--- config.mk ---
export PLATFORM = sky130hd
export DESIGN_NAME = spi_eeprom_sequencer
export DESIGN_NICKNAME = d
export VERILOG_FILES = /design/src/rtl/spi_eeprom_sequencer.sv
export SDC_FILE = /design/constraint.sdc
export NUM_CORES = 1
export LEC_CHECK = 0
export BUFFER_PORTS_ARGS = -buffer_cell sky130_fd_sc_hd__buf_2
export CAP_MARGIN = 40
export CORE_MARGIN = 10
export CORE_UTILIZATION = 32
export CTS_BUF_LIST = sky130_fd_sc_hd__clkbuf_2
export DETAILED_ROUTE_END_ITERATION = 10
export SYNTH_ARGS = -nofsm -noshare
export SYNTH_HDL_FRONTEND = slang
export SYNTH_SLANG_ARGS = --single-unit
--- constraint.sdc ---
create_clock -name clk -period 2.19 [get_ports clk]
set_input_delay 0.1095 -clock clk [delete_from_list [all_inputs] [get_ports clk]]
set_output_delay 0.1095 -clock clk [all_outputs]
set_load 0.03 [all_outputs]
--- src/rtl/spi_eeprom_sequencer.sv ---
`default_nettype none
// ----------------------------------------------------------------------------
// spi_eeprom_sequencer : single-byte read/write sequencer for 25xx SPI EEPROMs
// Revision: 1.0
// ----------------------------------------------------------------------------
module spi_eeprom_sequencer #(
    parameter logic [15:0] POLL_MAX = 16'd2000,
    parameter logic [1:0]  CLK_DIV  = 2'b01
) (
    input  logic        clk,
    input  logic        rst_n,
    input  logic        req,
    input  logic        req_we,
    input  logic [15:0] req_addr,
    input  logic [7:0]  req_wdata,
    output logic        busy,
    output logic        done,
    output logic        err,
    output logic [7:0]  rdata,
    output logic        spi_start,
    output logic        spi_continued,
    output logic [7:0]  spi_txData,
    output logic [1:0]  spi_clkDiv,
    input  logic        spi_ready,
    input  logic [7:0]  spi_rxData
);

    typedef enum logic [3:0] {
        S_IDLE      = 4'd0,
        S_WREN      = 4'd1,
        S_WR_CMD    = 4'd2,
        S_WR_AH     = 4'd3,
        S_WR_AL     = 4'd4,
        S_WR_DATA   = 4'd5,
        S_RDSR_CMD  = 4'd6,
        S_RDSR_DATA = 4'd7,
        S_RD_CMD    = 4'd8,
        S_RD_AH     = 4'd9,
        S_RD_AL     = 4'd10,
        S_RD_DATA   = 4'd11,
        S_DONE      = 4'd12,
        S_ERR       = 4'd13
    } state_t;

    typedef enum logic [1:0] {
        P_ISSUE     = 2'd0,
        P_WAIT_ACK  = 2'd1,
        P_WAIT_DONE = 2'd2
    } phase_t;

    state_t      r_state, w_state_n;
    phase_t      r_phase, w_phase_n;
    logic        r_we, w_we_n;
    logic [15:0] r_addr, w_addr_n;
    logic [7:0]  r_wdata, w_wdata_n;
    logic [15:0] r_poll, w_poll_n;
    logic [15:0] w_poll_inc;
    logic [7:0]  r_rdata, w_rdata_n;
    logic        r_start, w_start_n;
    logic        r_cont, w_cont_n;
    logic [7:0]  r_tx, w_tx_n;

    logic        w_is_byte;
    logic [7:0]  w_byte_tx;
    logic        w_byte_cont;
    state_t      w_byte_next;

    assign spi_clkDiv    = CLK_DIV;
    assign spi_start     = r_start;
    assign spi_continued = r_cont;
    assign spi_txData    = r_tx;
    assign rdata         = r_rdata;
    assign w_poll_inc    = r_poll + 16'd1;

    always_ff @(posedge clk or negedge rst_n) begin
        if (!rst_n) begin
            r_state <= S_IDLE;
            r_phase <= P_ISSUE;
            r_we    <= 1'b0;
            r_addr  <= 16'h0000;
            r_wdata <= 8'h00;
            r_poll  <= 16'h0000;
            r_rdata <= 8'h00;
            r_start <= 1'b0;
            r_cont  <= 1'b0;
            r_tx    <= 8'hFF;
        end else begin
            r_state <= w_state_n;
            r_phase <= w_phase_n;
            r_we    <= w_we_n;
            r_addr  <= w_addr_n;
            r_wdata <= w_wdata_n;
            r_poll  <= w_poll_n;
            r_rdata <= w_rdata_n;
            r_start <= w_start_n;
            r_cont  <= w_cont_n;
            r_tx    <= w_tx_n;
        end
    end

    // Byte to send, CE-hold flag and successor for every byte-transfer state
    always_comb begin
        w_is_byte   = 1'b1;
        w_byte_tx   = 8'hFF;
        w_byte_cont = 1'b0;
        w_byte_next = S_IDLE;
        case (r_state)
            S_WREN:      begin w_byte_tx = 8'h06;         w_byte_cont = 1'b0; w_byte_next = S_WR_CMD;    end
            S_WR_CMD:    begin w_byte_tx = 8'h02;         w_byte_cont = 1'b1; w_byte_next = S_WR_AH;     end
            S_WR_AH:     begin w_byte_tx = r_addr[15:8];  w_byte_cont = 1'b1; w_byte_next = S_WR_AL;     end
            S_WR_AL:     begin w_byte_tx = r_addr[7:0];   w_byte_cont = 1'b1; w_byte_next = S_WR_DATA;   end
            S_WR_DATA:   begin w_byte_tx = r_wdata;       w_byte_cont = 1'b0; w_byte_next = S_RDSR_CMD;  end
            S_RDSR_CMD:  begin w_byte_tx = 8'h05;         w_byte_cont = 1'b1; w_byte_next = S_RDSR_DATA; end
            S_RDSR_DATA: begin w_byte_tx = 8'hFF;         w_byte_cont = 1'b0; w_byte_next = S_DONE;      end
            S_RD_CMD:    begin w_byte_tx = 8'h03;         w_byte_cont = 1'b1; w_byte_next = S_RD_AH;     end
            S_RD_AH:     begin w_byte_tx = r_addr[15:8];  w_byte_cont = 1'b1; w_byte_next = S_RD_AL;     end
            S_RD_AL:     begin w_byte_tx = r_addr[7:0];   w_byte_cont = 1'b1; w_byte_next = S_RD_DATA;   end
            S_RD_DATA:   begin w_byte_tx = 8'hFF;         w_byte_cont = 1'b0; w_byte_next = S_DONE;      end
            default:     w_is_byte = 1'b0;
        endcase
    end

    always_comb begin
        w_state_n = r_state;
        w_phase_n = r_phase;
        w_we_n    = r_we;
        w_addr_n  = r_addr;
        w_wdata_n = r_wdata;
        w_poll_n  = r_poll;
        w_rdata_n = r_rdata;
        w_start_n = 1'b0;
        w_cont_n  = r_cont;
        w_tx_n    = r_tx;
        busy      = 1'b1;
        done      = 1'b0;
        err       = 1'b0;

        if (w_is_byte) begin
            case (r_phase)
                P_ISSUE: begin
                    if (spi_ready) begin
                        w_start_n = 1'b1;
                        w_tx_n    = w_byte_tx;
                        w_cont_n  = w_byte_cont;
                        w_phase_n = P_WAIT_ACK;
                    end
                end
                P_WAIT_ACK: begin
                    if (!spi_ready) w_phase_n = P_WAIT_DONE;
                end
                P_WAIT_DONE: begin
                    if (spi_ready) begin
                        w_phase_n = P_ISSUE;
                        w_state_n = w_byte_next;
                        if (r_state == S_RD_DATA) w_rdata_n = spi_rxData;
                        // Write-in-progress still set: poll again or give up
                        if (r_state == S_RDSR_DATA && spi_rxData[0]) begin
                            w_poll_n  = w_poll_inc;
                            w_state_n = (w_poll_inc == POLL_MAX) ? S_ERR : S_RDSR_CMD;
                        end
                    end
                end
                default: w_phase_n = P_ISSUE;
            endcase
        end else begin
            case (r_state)
                S_IDLE: begin
                    busy      = 1'b0;
                    w_phase_n = P_ISSUE;
                    if (req) begin
                        w_we_n    = req_we;
                        w_addr_n  = req_addr;
                        w_wdata_n = req_wdata;
                        w_poll_n  = 16'h0000;
                        w_state_n = req_we ? S_WREN : S_RD_CMD;
                    end
                end
                S_DONE: begin
                    done      = 1'b1;
                    w_state_n = S_IDLE;
                end
                S_ERR: begin
                    done      = 1'b1;
                    err       = 1'b1;
                    w_state_n = S_IDLE;
                end
                default: begin
                    busy      = 1'b0;
                    w_state_n = S_IDLE;
                    w_phase_n = P_ISSUE;
                end
            endcase
        end
    end

endmodule
`default_nettype wire

==> results.py, run 1 <==
metrics = {
    "run_status": {
        "outcome": "finished, final reports clean",
    },
    "cts": {
        "clkTransAtPathRegs_ps": 200,
        "clockRootBuffer": "clkbuf_2",
        "worstSkewPairLatency_ps": 520,
        "htree_levels": 3,
        "clock-sinks": 64,
        "cts_tree": "built",
        "cts_buffers": 9,
        "cts_setup_buffers": 0,
        "cts_buffer_depth": 2,
    },
    "yosys": {
        "ys.flop_type": "dfrtp_1",
        "syn_inst": 341,
        "yosysTopAreaCell": "dfrtp_1",
        "ys_types": 67,
        "ys_seq_elements": 64,
        "synth.yosys.seq_area_share": 0.4551,
        "ys_warn_count": 0,
        "ys_async_sr_fraction": 1.000,
        "netlist_top_cells_area": "dfrtp_1 40%, mux2_2 10%, dfstp_2 5.9%",
        "synth_top_area_share": 0.3958,
        "synth_edf_count": 0,
        "syn_avg_cell_area_um2": 10.38,
        "syn-num-nets": 379,
        "syn-cell-area_um2": 3541,
    },
    "final_layout": {
        "final_common_cell": "buf_2",
        "instances_no_fill": 580,
        "final_cell_mix": "57 x buf_2, 55 x dfrtp_1, 34 x dlygate4sd3_1, 32 x mux2_2, 31 x o21ai_0",
        "nets": 472,
        "syn_to_final_growth_pct": 25.90,
        "drive_above_1_share": 0.3326,
    },
    "place": {
        "dp_hpwl_um": 6453,
        "gp_congestion": 0.8169,
        "port_buffers": 57,
        "dp_cells": 529,
    },
    "global_route": {
        "grt_pass1_vias": 3048,
        "gr-total-overflow": 0,
        "grt_max_degree": 41,
        "antenna_found_initial": 1,
        "grt_pass1_wl_um": 15460,
        "track_usage": 0.1171,
    },
    "timing": {
        "slew_headroom": 0.6038,
        "fmax_ghz": 0.4664,
        "rsz0062_at_grt": "true",
        "min_period_ps": 2144,
        "period_share": 0.9791,
        "worstMarginPinSlew_ps": 594.3,
        "setup_violations": 0,
        "fin_tns_setup_ps": 0,
        "final_max_slew_viol_count": 0,
        "fin_skew_ps": 35.27,
        "finalHoldViolCount": 0,
    },
    "floorplanning": {
        "die_w_um": 125.2,
        "die_h_um": 125.2,
        "floorplan.rows": 38,
        "ioPinCount": 60,
        "coreArea_um2": 10840,
        "initial_core_util": 0.3266,
        "dieArea_um2": 15670,
    },
    "power": {
        "irDropWorstVdd_uv": 503.7,
        "leakage_uw": 0.001965,
        "pwr_density_cell_nw_per_um2": 984.7,
    },
    "critical_path": {
        "critPathLaunchType": "flop",
        "worstSetupEndpointType": "flop",
        "cp_max_fo": 8,
        "worst_ep_required_time_ps": 2610,
        "crit_arrival_ps": 2570,
        "crit_type": "flop to flop",
    },
    "route": {
        "first_iter_violations": 159,
        "routed_wl_um": 9188,
        "firstDrtPassIters": 4,
        "drc": 0,
        "vias": 3003,
        "wl_per_cell_um": 15.84,
        "via_per_inst": 5.178,
        "ant_nets": 0,
    },
    "min_path": {
        "holdCritPathClass": "primary input to asynchronous set/reset pin",
    },
    "job": {
        "maxCapViolations": 0,
    },
}
==> layer usage <==
layer	track usage	wire, um	vias up
li1	-	-	1456
met2	0.1771	4143	64
met5	0	0	-
met3	0.03295	371	10
met1	0.1549	4503	1473
met4	0.04404	169	0
==> stage by stage <==
stage / total power (uW) / cell area [um2] / setup slack, ps / utilization / hold WS [ps]
global route: 4710 / 4458 / -78.69 / 0.4112 / 106.7
detailed placement: 3637 / 3989 / 97.82 / 0.3680 / 145.7
global placement: 3598 / 3989 / 198.4 / 0.3680 / 147.2
finish: 4390 / 4458 / 45.87 / 0.4112 / 103.4
floorplan: 3112 / 3541 / 257.3 / - / -186.1
CTS: 4388 / 4434 / 39.25 / 0.4090 / 69.24
==> registers in the layout, summed over array words and instances, names as in the netlist <==
register,count
r_addr,16
r_phase,2
r_poll,16
r_state,4
r_wdata,8
rdata,8
spi_continued,1
spi_start,1
spi_txData,8
==> critical path, cell delays in order, from the launching register on <==
cell and delay (ps):
dfrtp_1 530, nor3_2 330, nor3_1 110, a211o_1 330, or4_4 560, o21ba_1 180
==> cell usage after synthesis, drive strengths merged, types with 3 or more instances <==
cell type / count
nand2b: 4
dfstp: 8
o41ai: 4
xnor2: 3
nor2b: 8
a22oi: 7
and3b: 3
o31ai: 4
buf: 17
a2bb2oi: 3
o2bb2ai: 5
clkbuf: 11
nand3: 10
nor4: 6
o22a: 8
dfrtp: 56
inv: 8
o22ai: 3
mux2: 32
nor3b: 3
nor3: 9
nand3b: 4
nand4: 8
a22o: 8
a21oi: 5
o21ai: 35
nor2: 20
nand2: 15
==> timing repair <==
action                                 CTS  global route
endpoints found under the hold margin   58             0
hold buffers                            34             0
resized for setup                        0             5
setup endpoints to repair                0             8
==> cell type report <==
class                      instances  area [um2]
fill                            1059        6382
multi-input combinational        241        1752
sequential                        64        1613
tap                              140       175.2
clock buffer                      11       55.05
clock inverter                     5       50.05
inverter                           8       30.03
timing repair buffer             110       780.7
antenna                            1       2.502
==> cell families (layout without fill, tap and decap cells) <==
kind of cell,Yosys count,count (layout),synth area share
simple gates,103,103,0.1760
compound gates,96,96,0.1876
flops,64,64,0.4551
buf+inv,36,134,0.05583
mux,34,34,0.1074
xor+xnor,5,5,0.01237
other cells,2,3,0.002121
fa+ha+maj,1,1,0.003533
==> final timing paths <==
kind / startpoint / end / slack [ps] / cells after the start
hold / removal: rst_n / r_addr[11] / 100 / 2
max in group asynchronous: rst_n / r_poll[15] / 1430 / 3
setup reg to reg: r_state[2] / r_state[1] / 50 / 5
hold reg to reg: rdata[5] / rdata[5] / 530 / 1
min in group clk: req_we / r_state[0] / 110 / 5
setup / recovery: r_state[2] / r_state[1] / 50 / 5
==> report_power, final <==
part           switching (uW)  total [uW]  internal (uW)
Clock                     447         711            264
Sequential                281        1860           1580
Combinational             983        1820            839
Total                    1710        4390           2680
(Power assumes the default switching activity.)
==> inputs of run 2 (changes only) <==
--- a/config.mk
+++ b/config.mk
@@ -5,7 +5,7 @@
 export SDC_FILE = /design/constraint.sdc
 export NUM_CORES = 1
 export LEC_CHECK = 0
-export BUFFER_PORTS_ARGS = -buffer_cell sky130_fd_sc_hd__buf_2
+export BUFFER_PORTS_ARGS = -buffer_cell sky130_fd_sc_hd__buf_4
 export CAP_MARGIN = 40
 export CORE_MARGIN = 10
 export CORE_UTILIZATION = 32
==> results.py, run 2 (same netlist as run 1, synthesis figures left out) <==
metrics = {
    "final_layout": {
        "instances_no_fill": 575,
        "top_regs": "r_addr (16), r_poll (16)",
        "num-fill-cells": 1069,
        "final_common_cell": "buf_4",
        "drive_above_1_share": 0.3295,
        "nets": 467,
        "final_cell_mix": "71 x buf_4, 53 x dfrtp_1, 34 x dlygate4sd3_1, 32 x mux2_2, 31 x o21ai_0",
        "design_area_um2": 4526,
        "utilization": 0.4175,
        "syn_to_final_growth_pct": 27.81,
    },
    "place": {
        "dp_cells": 524,
        "dp_slack_ps": 100.1,
        "gp_congestion": 0.8182,
        "dp_hpwl_um": 6424,
        "dpl_cell_area_um2": 4081,
        "port_buffers": 57,
    },
    "route": {
        "ant_nets": 0,
        "vias": 2964,
        "drc": 0,
        "routed_wl_um": 9268,
        "via_per_inst": 5.155,
        "first_iter_violations": 140,
        "firstDrtPassIters": 4,
        "wl_per_cell_um": 16.12,
    },
    "critical_path": {
        "crit_arrival_ps": 2490,
        "path_buf_inv": 2,
        "cp_max_fo": 10,
        "crit_end": "rdata[3]",
        "critPathLaunchType": "flop",
        "crit_cells": 6,
        "slowest_delay_ps": 490,
        "r2r_setup_slack_ps": 100,
        "rr_worst_depth": 6,
        "cp-startpoint": "r_state[0]",
        "crit_type": "flop to flop",
        "crit_chain": "buf_4, inv_1, nor2_1, nand2_1, nor2_2, mux2_2",
        "worst_ep_required_time_ps": 2590,
        "rr_endpoint": "rdata[3]",
        "worstSetupEndpointType": "flop",
        "cpMaxStageDelayCell": "dfrtp_1",
        "path_delay_family": "simple AND/OR/NAND/NOR gates",
        "regToRegStartpoint": "r_state[0]",
    },
    "global_route": {
        "grt_pass1_wl_um": 15490,
        "track_usage": 0.1177,
        "grt_max_degree": 65,
        "antenna_found_initial": 1,
        "gr-total-overflow": 0,
        "grt_pass1_vias": 3057,
    },
    "power": {
        "pwr_density_cell_nw_per_um2": 952.6,
        "leakage_uw": 0.001965,
        "irDropWorstVdd_uv": 403.7,
    },
    "job": {
        "maxCapViolations": 0,
    },
    "timing": {
        "fin_skew_ps": 28.47,
        "min_period_ps": 2094,
        "rsz0062_at_grt": "false",
        "final_max_slew_viol_count": 0,
        "finalHoldViolCount": 0,
        "setup_violations": 0,
        "period_share": 0.9560,
        "fin_ws_ps": 96.26,
        "fmax_ghz": 0.4776,
        "fin_tns_setup_ps": 0,
        "slew_headroom": 0.4620,
        "worstMarginPinSlew_ps": 806.9,
    },
    "cts": {
        "htree_levels": 3,
        "worstSkewPairLatency_ps": 500,
        "clockRootBuffer": "clkbuf_2",
        "clock-sinks": 64,
        "clkTransAtPathRegs_ps": 170,
        "cts_setup_buffers": 0,
        "cts_buffer_depth": 2,
        "cts_tree": "built",
        "cts_buffers": 9,
    },
    "floorplanning": {
        "coreArea_um2": 10840,
        "initial_core_util": 0.3266,
        "floorplan.rows": 38,
        "die_w_um": 125.2,
        "die_h_um": 125.2,
        "dieArea_um2": 15670,
        "ioPinCount": 60,
    },
    "run_status": {
        "outcome": "finished, final reports clean",
    },
    "min_path": {
        "holdCritPathClass": "primary input to flop",
    },
}
## run 2: cell count changes in the layout (fill, tap and decap cells not counted), moves of 2 or more
cell / change
buf_2: -57
dfrtp_1: -2
dfrtp_2: +2
buf_4: +53
## run 2: tightest hold or removal path, cell delays in order
cell and delay (ps):
buf_4 90, nor4_1 50, nor3_1 130, mux2i_1 80, o21ai_1 70
## run 2: area by class of cell
class	instances	area, um2	area share
multi-input cells	241	1748	0.3862
diodes	1	2.502	0.0005529
inverters	8	30.03	0.006635
flip-flops and latches	64	1615	0.3569
clock buffers	12	60.06	0.01327
repair buffers	105	873.3	0.1930
clock inverters	4	21.27	0.004700
well taps	140	175.2	0.03871
## run 2: metrics by stage
step	hold WS, ps	power [uW]
detailed placement	269.9	3687
global placement	256.5	3640
finish	65.21	4311
floorplan	-186.1	3112
global route	96.72	4606
CTS	28.94	4336
## run 2: report_power, final
| part | internal, uW | total [uW] | leakage [uW] | switching (uW) |
|---|---|---|---|---|
| combinational | 878 | 1850 | 0.00108 | 975 |
| sequential | 1580 | 1880 | 0.000829 | 298 |
| clock | 156 | 582 | 0.0000594 | 426 |
## run 2: how the worst min path moves through the flow
stage | start | endpoint | depth (start not counted) | slack [ps]
after global placement | rst_n | r_wdata[3] | 1 | 260
after floorplan | rst_n | r_addr[0] | 0 | -190
after CTS | req_we | r_state[0] | 5 | 30
after global routing | req_we | r_state[0] | 5 | 100
final | req_we | r_state[0] | 5 | 70
after detailed placement | rst_n | r_wdata[3] | 1 | 270
## run 2: metal layers
layer	routed length (um)	global-route usage	vias to the layer above
met2	4287	0.1814	67
met3	454	0.03253	12
met5	0	0	-
met4	156	0.04404	0
li1	-	-	1441
met1	4370	0.1535	1444
## run 2: timing repair
item                       in CTS  in global routing
hold endpoints to repair       90                  0
hold buffers                   34                  0
setup endpoints to repair       1                 14
resized for setup               1                  5
